**src/rtl/latch_sched_pkg.sv**
```systemverilog
// Shared types and default sizing for the latch bank write scheduler.
// Imported by the arbiter and the scheduler top.
package latch_sched_pkg;

  typedef enum logic [1:0] {
    IDLE  = 2'd0,
    SETUP = 2'd1,
    OPEN  = 2'd2,
    HOLD  = 2'd3
  } state_t;

  localparam int NREQ_D     = 4;
  localparam int W_D        = 8;
  localparam int DEPTH_D    = 4;
  localparam int AW_D       = 2;
  localparam int OPEN_CYC_D = 1;

endpackage

```
**src/rtl/rr_arbiter.sv**
```systemverilog
// Round-robin pick: first requester at or after ptr+1, one-hot grant.
// Purely combinational; the pointer register lives in the parent.
module rr_arbiter #(
  parameter int NREQ = 4,
  parameter int PW   = 2
) (
  input  logic [NREQ-1:0] req,
  input  logic [PW-1:0]   ptr,
  output logic [NREQ-1:0] gnt,
  output logic [PW-1:0]   gnt_idx,
  output logic            any
);

  always_comb begin
    gnt     = '0;
    gnt_idx = '0;
    any     = 1'b0;
    for (int i = 1; i <= NREQ; i++) begin
      if (!any && req[(int'(ptr) + i) % NREQ]) begin
        any = 1'b1;
        gnt[(int'(ptr) + i) % NREQ] = 1'b1;
        gnt_idx = PW'((int'(ptr) + i) % NREQ);
      end
    end
  end

endmodule

```
**src/rtl/latch_write_sched.sv**
```systemverilog
// Latch bank write scheduler: round-robin grant, then SETUP/OPEN/HOLD
// so latch data is stable around every enable pulse.
module latch_write_sched
  import latch_sched_pkg::*;
#(
  parameter int NREQ     = NREQ_D,
  parameter int W        = W_D,
  parameter int DEPTH    = DEPTH_D,
  parameter int AW       = AW_D,
  parameter int OPEN_CYC = OPEN_CYC_D
) (
  input  logic              Clk,
  input  logic              R,
  input  logic [NREQ-1:0]   req,
  input  logic [NREQ*W-1:0] wdata,
  input  logic [NREQ*AW-1:0] waddr,
  output logic [NREQ-1:0]   ack,
  output logic              busy,
  output logic              err,
  output logic [DEPTH-1:0]  latch_en,
  output logic [W-1:0]      latch_d
);

  localparam int PW = (NREQ > 1) ? $clog2(NREQ) : 1;
  localparam int CW = $clog2(OPEN_CYC + 1);
  localparam logic [CW-1:0] CLAST = CW'(OPEN_CYC - 1);

  state_t            state, next;
  logic [PW-1:0]     ptr, win_idx, gnt_idx;
  logic [NREQ-1:0]   gnt, win_oh;
  logic              any;
  logic [AW-1:0]     addr, cap_a;
  logic [W-1:0]      cap_d;
  logic [CW-1:0]     cnt;
  logic [DEPTH-1:0]  en_dec;
  logic              bad;

  rr_arbiter #(.NREQ(NREQ), .PW(PW)) u_arb (
    .req     (req),
    .ptr     (ptr),
    .gnt     (gnt),
    .gnt_idx (gnt_idx),
    .any     (any)
  );

  always_comb begin
    cap_a = '0;
    cap_d = '0;
    for (int i = 0; i < NREQ; i++) begin
      if (gnt[i]) begin
        cap_a = waddr[i*AW +: AW];
        cap_d = wdata[i*W +: W];
      end
    end
  end

  // Out-of-range addresses decode to no enable at all.
  always_comb begin
    en_dec = '0;
    for (int k = 0; k < DEPTH; k++) begin
      en_dec[k] = (int'(addr) == k);
    end
    bad = (int'(addr) >= DEPTH);
  end

  always_ff @(posedge Clk or posedge R) begin
    if (R) state <= IDLE;
    else   state <= next;
  end

  always_comb begin
    next = state;
    unique case (state)
      IDLE:  if (any) next = SETUP;
      SETUP: next = OPEN;
      OPEN:  if (cnt == CLAST) next = HOLD;
      HOLD:  next = IDLE;
      default: next = IDLE;
    endcase
  end

  always_ff @(posedge Clk or posedge R) begin
    if (R) begin
      ptr      <= PW'(NREQ - 1);
      win_idx  <= '0;
      win_oh   <= '0;
      addr     <= '0;
      cnt      <= '0;
      latch_en <= '0;
      latch_d  <= '0;
      ack      <= '0;
      err      <= 1'b0;
      busy     <= 1'b0;
    end else begin
      busy <= (next != IDLE);
      ack  <= '0;
      err  <= 1'b0;
      unique case (state)
        IDLE: begin
          if (any) begin
            win_idx <= gnt_idx;
            win_oh  <= gnt;
            addr    <= cap_a;
            latch_d <= cap_d;
          end
        end
        SETUP: begin
          latch_en <= en_dec;
          cnt      <= '0;
        end
        OPEN: begin
          if (cnt == CLAST) begin
            latch_en <= '0;
            ack      <= win_oh;
            err      <= bad;
          end else begin
            cnt <= cnt + CW'(1);
          end
        end
        HOLD: ptr <= win_idx;
        default: ;
      endcase
    end
  end

endmodule

```
**config.mk**
```make
export PLATFORM = sky130hd
export DESIGN_NAME = latch_write_sched
export DESIGN_NICKNAME = d
export VERILOG_FILES = /design/src/rtl/latch_sched_pkg.sv /design/src/rtl/rr_arbiter.sv /design/src/rtl/latch_write_sched.sv
export SDC_FILE = /design/constraint.sdc
export NUM_CORES = 1
export LEC_CHECK = 0
export CAP_MARGIN = 10
export CORE_MARGIN = 5
export CORE_UTILIZATION = 45
export DETAILED_ROUTE_END_ITERATION = 7
export GPL_ROUTABILITY_DRIVEN = 1
export HOLD_SLACK_MARGIN = 0.08
export PLACE_DENSITY = 0.78
export SYNTH_ARGS = -nofsm -noshare
export SYNTH_HDL_FRONTEND = slang
export SYNTH_HIERARCHICAL = 1
export SYNTH_SLANG_ARGS = --single-unit
export TNS_END_PERCENT = 10
```
**constraint.sdc**
```tcl
create_clock -name Clk -period 9.98 [get_ports Clk]
set_clock_uncertainty 0.2 [all_clocks]
set_input_delay 0.998 -clock Clk [delete_from_list [all_inputs] [get_ports Clk]]
set_output_delay 0.998 -clock Clk [all_outputs]
set_load 0.005 [all_outputs]
```
==> run_results.csv <==
group,metric,value,unit
clock_tree,path_clk_slew,60,ps
layout,multiInputGateArea,0.001125,mm2
drt,via_per_inst,5.772,
clock_tree,clock_latency,280,ps
sta,setup_viol,0,
clock_tree,cts_num_sinks,29,
pwr,pwr-share-seq,27.0,%
logic_synthesis,synth_edf_count,0,
sta,post-route-min-period,3902,ps
drt,wl_per_cell,16.12,um
pwr,power.total,0.0008003,W
clock_tree,cts.root.buffer_cell,"clkbuf_8",
clock_tree,ctsResizeCount,0,
drt,ant_nets,0,
global_routing,grtUsageTotal,18.41,%
global_routing,grt-ovfl-total,0,
logic_synthesis,synth_area,0.002012,mm2
worst_setup_path,crit_slowest_cell,"mux4_2",
global_routing,grt_use_met2,28.35,%
pwr,clockPowerShare,11.8,%
die,coreArea,0.004354,mm2
drt,routed-via-count,1922,
worst_setup_path,path_max_fanout,16,
worst_setup_path,crit_path_start,"req[0]",
clock_tree,cts-hold-fix-buffers,0,
logic_synthesis,synth.avg_cell_area,8.902,um2
layout,seq_area,728.2,um2
sta,hold_viol_final,0,
clock_tree,cts_tree,"yes",
layout,drive_gt1_share,7.829,%
worst_setup_path,r2r_cells,9,
clock_tree,htree_levels,2,
min_path,hold_path.class,"reg2reg",
logic_synthesis,synth_cells,226,
job,maxCapViolations,0,
logic_synthesis,syn_nets,283,
worst_setup_path,r2r_setup_slack,6100,ps
sta,whs,270.2,ps
layout,syn_to_final_growth,34.64,%
worst_setup_path,crit_cells,8,
layout,diodes,0,
global_routing,grt_max_degree,30,
die,dieWidth,76.87,um
place,dp_worst_setup_slack,5823,ps
logic_synthesis,async_reset_ff_share,100.0,%
clock_tree,clock_path_buffers,2,
global_routing,grt_use_met3,4.450,%
worst_setup_path,worst_ep_arrival_time,3850,ps
worst_setup_path,cp-start-kind,"primary input",
logic_synthesis,yosysTopAreaCellShare,33.58,%
status,outcome,"finished clean",
logic_synthesis,ys_types,48,
logic_synthesis,synthTopCellsByArea,"dfrtp_1, ha_1, nand2_1, a221oi_1, inv_1",
drt,drc,0,
logic_synthesis,synth_warnings,6,
worst_setup_path,rr_endpoint,"latch_d[7]$_DFFE_PP0P_",
worst_setup_path,critPathKind,"in2reg",
place,dpl.hpwl,3923,um
sta,grt_setup_unrepaired,"false",
pwr,p_leak,1.120,nW
logic_synthesis,yosysTopAreaCell,"dfrtp_1",
place,io_buffers,62,
die,initial_core_util,46.21,%
pwr,swShare,45.29,%
sta,relSlewSlack,63.25,%
sta,timing.final.ws_setup,6078,ps
sta,drv_slew,0,
worst_setup_path,cp.buffers_inverters,1,
layout,fill_cells,366,
logic_synthesis,yosysSeqAreaShare,36.19,%
global_routing,grt_pass1_wl,8942,um
global_routing,grt_pass1_vias,1860,
logic_synthesis,ys_ff_latch,29,
layout,fin_nets,337,
pwr,peakVddDrop,0.1470,mV
drt,dr.pass1.iters,4,
pwr,switching_power,0.0003625,W
die,die-area,0.005908,mm2
drt,drt_iter0_markers,97,
global_routing,grt.busiest_layer,"met2",
die,die_h,76.87,um
worst_setup_path,crit_end,"addr[1]$_DFFE_PP0P_",
sta,max_freq,0.2563,GHz
global_routing,use_met1,25.09,%
worst_setup_path,slowest_delay,700,ps
die,ioPinCount,64,
clock_tree,cts_buffers,5,
worst_setup_path,worst_path_dominant_cell_family,"compound AO/OA/AOI/OAI gates",
die,row_count,24,
worst_setup_path,end_kind,"register",
pwr,p_per_area,295.4,mW/mm2
drt,totalWireLength,5368,um
logic_synthesis,synth_ff_type,"dfrtp_1",
pwr,p_comb_share,61.2,%
pwr,p_int,0.0004378,W
worst_setup_path,cp_data_required_time,9930,ps
place,place.gp.congestion,0.8886,
sta,fin_tns_setup,0,ps
worst_setup_path,crit_chain,"clkdlybuf4s50_1 > mux4_2 > or3_1 > a21oi_1 > a2111o_1 > and2b_1 > a22oi_1 > a31oi_1",
sta,max_slew.worst_pin.slew,535.9,ps
worst_setup_path,r2r_start,"ptr[0]$_DFFE_PP1N_",
clock_tree,postCtsSetupRepairBufs,0,
global_routing,antenna_found_initial,0,
sta,period_share,39.10,%
[per-stage QoR]
| step | utilization [%] | std cells | area (um2) |
|---|---|---|---|
| 5_1_grt | 62.21 | 333 | 2709 |
| 4_1_cts | 61.58 | 332 | 2681 |
| 2_1_floorplan | - | 226 | 2012 |
| 3_5_place_dp | 59.68 | 324 | 2599 |
| 3_3_place_gp | 59.68 | 324 | 2599 |
| 6_report | 62.21 | 333 | 2709 |
[power groups by stage]
stage,sequential (W),combinational [W],clock [W]
after floorplan,0.000203,0.000359,0
after global placement,0.000218,0.000479,0
after detailed placement,0.000218,0.000483,0
after CTS,0.000217,0.000485,0.0000964
after global routing,0.000225,0.000545,0.000103
final,0.000216,0.000490,0.0000946
[per-layer routing]
| metal | vias to the layer above | part of all wire (%) |
|---|---|---|
| li1 | 935 | - |
| met1 | 901 | 43 |
| met2 | 77 | 49 |
| met3 | 9 | 6.7 |
| met4 | 0 | 1.9 |
| met5 | - | 0 |
[cell families (layout without fill, tap and decap cells)]
family          count (synthesis)  in the layout  share of synthesized area, %
simple gates                   76             76                         19.84
flops                          29             29                         36.19
buf+inv                        32             87                         7.897
compound gates                 69             69                         23.63
mux                             8              8                         5.410
fa+ha+maj                      11             11                         6.841
other cells                     1              1                        0.1864
[state kept, by name, summed over array words and instances (netlist names)]
register  cells
latch_d       8
ack           4
latch_en      4
win_oh        4
addr          2
ptr           2
state         2
win_idx       2
busy          1
[area by class of cell]
class                      count  share of cell area [%]
tap                           52                   2.402
sequential                    29                   26.88
clock inverter                 2                  0.3695
timing repair buffer          63                   23.93
multi-input combinational    165                   41.52
clock buffer                   6                   2.679
inverter                      16                   2.217
[worst reg2reg max path: cells and delay by family, from the launching register on]
kind | cells | cell delay [ps]
AOI/OAI and AO/OA | 5 | 1350
and+or+nand+nor | 1 | 510
adders and majority gates | 1 | 550
DFF | 1 | 790
buffers and inverters | 2 | 420
[synthesized netlist by cell type (all sizes together) (5+ instances only)]
cell type,number
o22ai,6
buf,12
nand4,6
a21oi,11
nor2,14
nand2,29
a31oi,9
and2,5
a221oi,7
ha,11
dfrtp,27
inv,16
o21ai,14
[worst min-delay path by stage]
stage,depth (start not counted),endpoint,start
floorplan,2,win_oh[0]$_DFFE_PP0P_,win_oh[0]$_DFFE_PP0P_
global placement,2,win_oh[1]$_DFFE_PP0P_,win_oh[1]$_DFFE_PP0P_
detailed placement,2,win_idx[1]$_DFFE_PP0P_,win_idx[1]$_DFFE_PP0P_
CTS,2,win_oh[0]$_DFFE_PP0P_,win_oh[0]$_DFFE_PP0P_
global route,2,win_idx[1]$_DFFE_PP0P_,win_idx[1]$_DFFE_PP0P_
finish,2,win_idx[1]$_DFFE_PP0P_,win_idx[1]$_DFFE_PP0P_
[cell usage in the layout (no fill, tap or decap), types with 7 or more instances in the layout]
cell             instances
o21ai_0                  8
nor2_1                  14
a221oi_1                 7
inv_1                   16
dfrtp_1                 27
nand2_1                 29
a21oi_1                 11
clkdlybuf4s50_1         62
ha_1                    11
a31oi_1                  9
No activity file was read; power rests on OpenSTA's default activity.
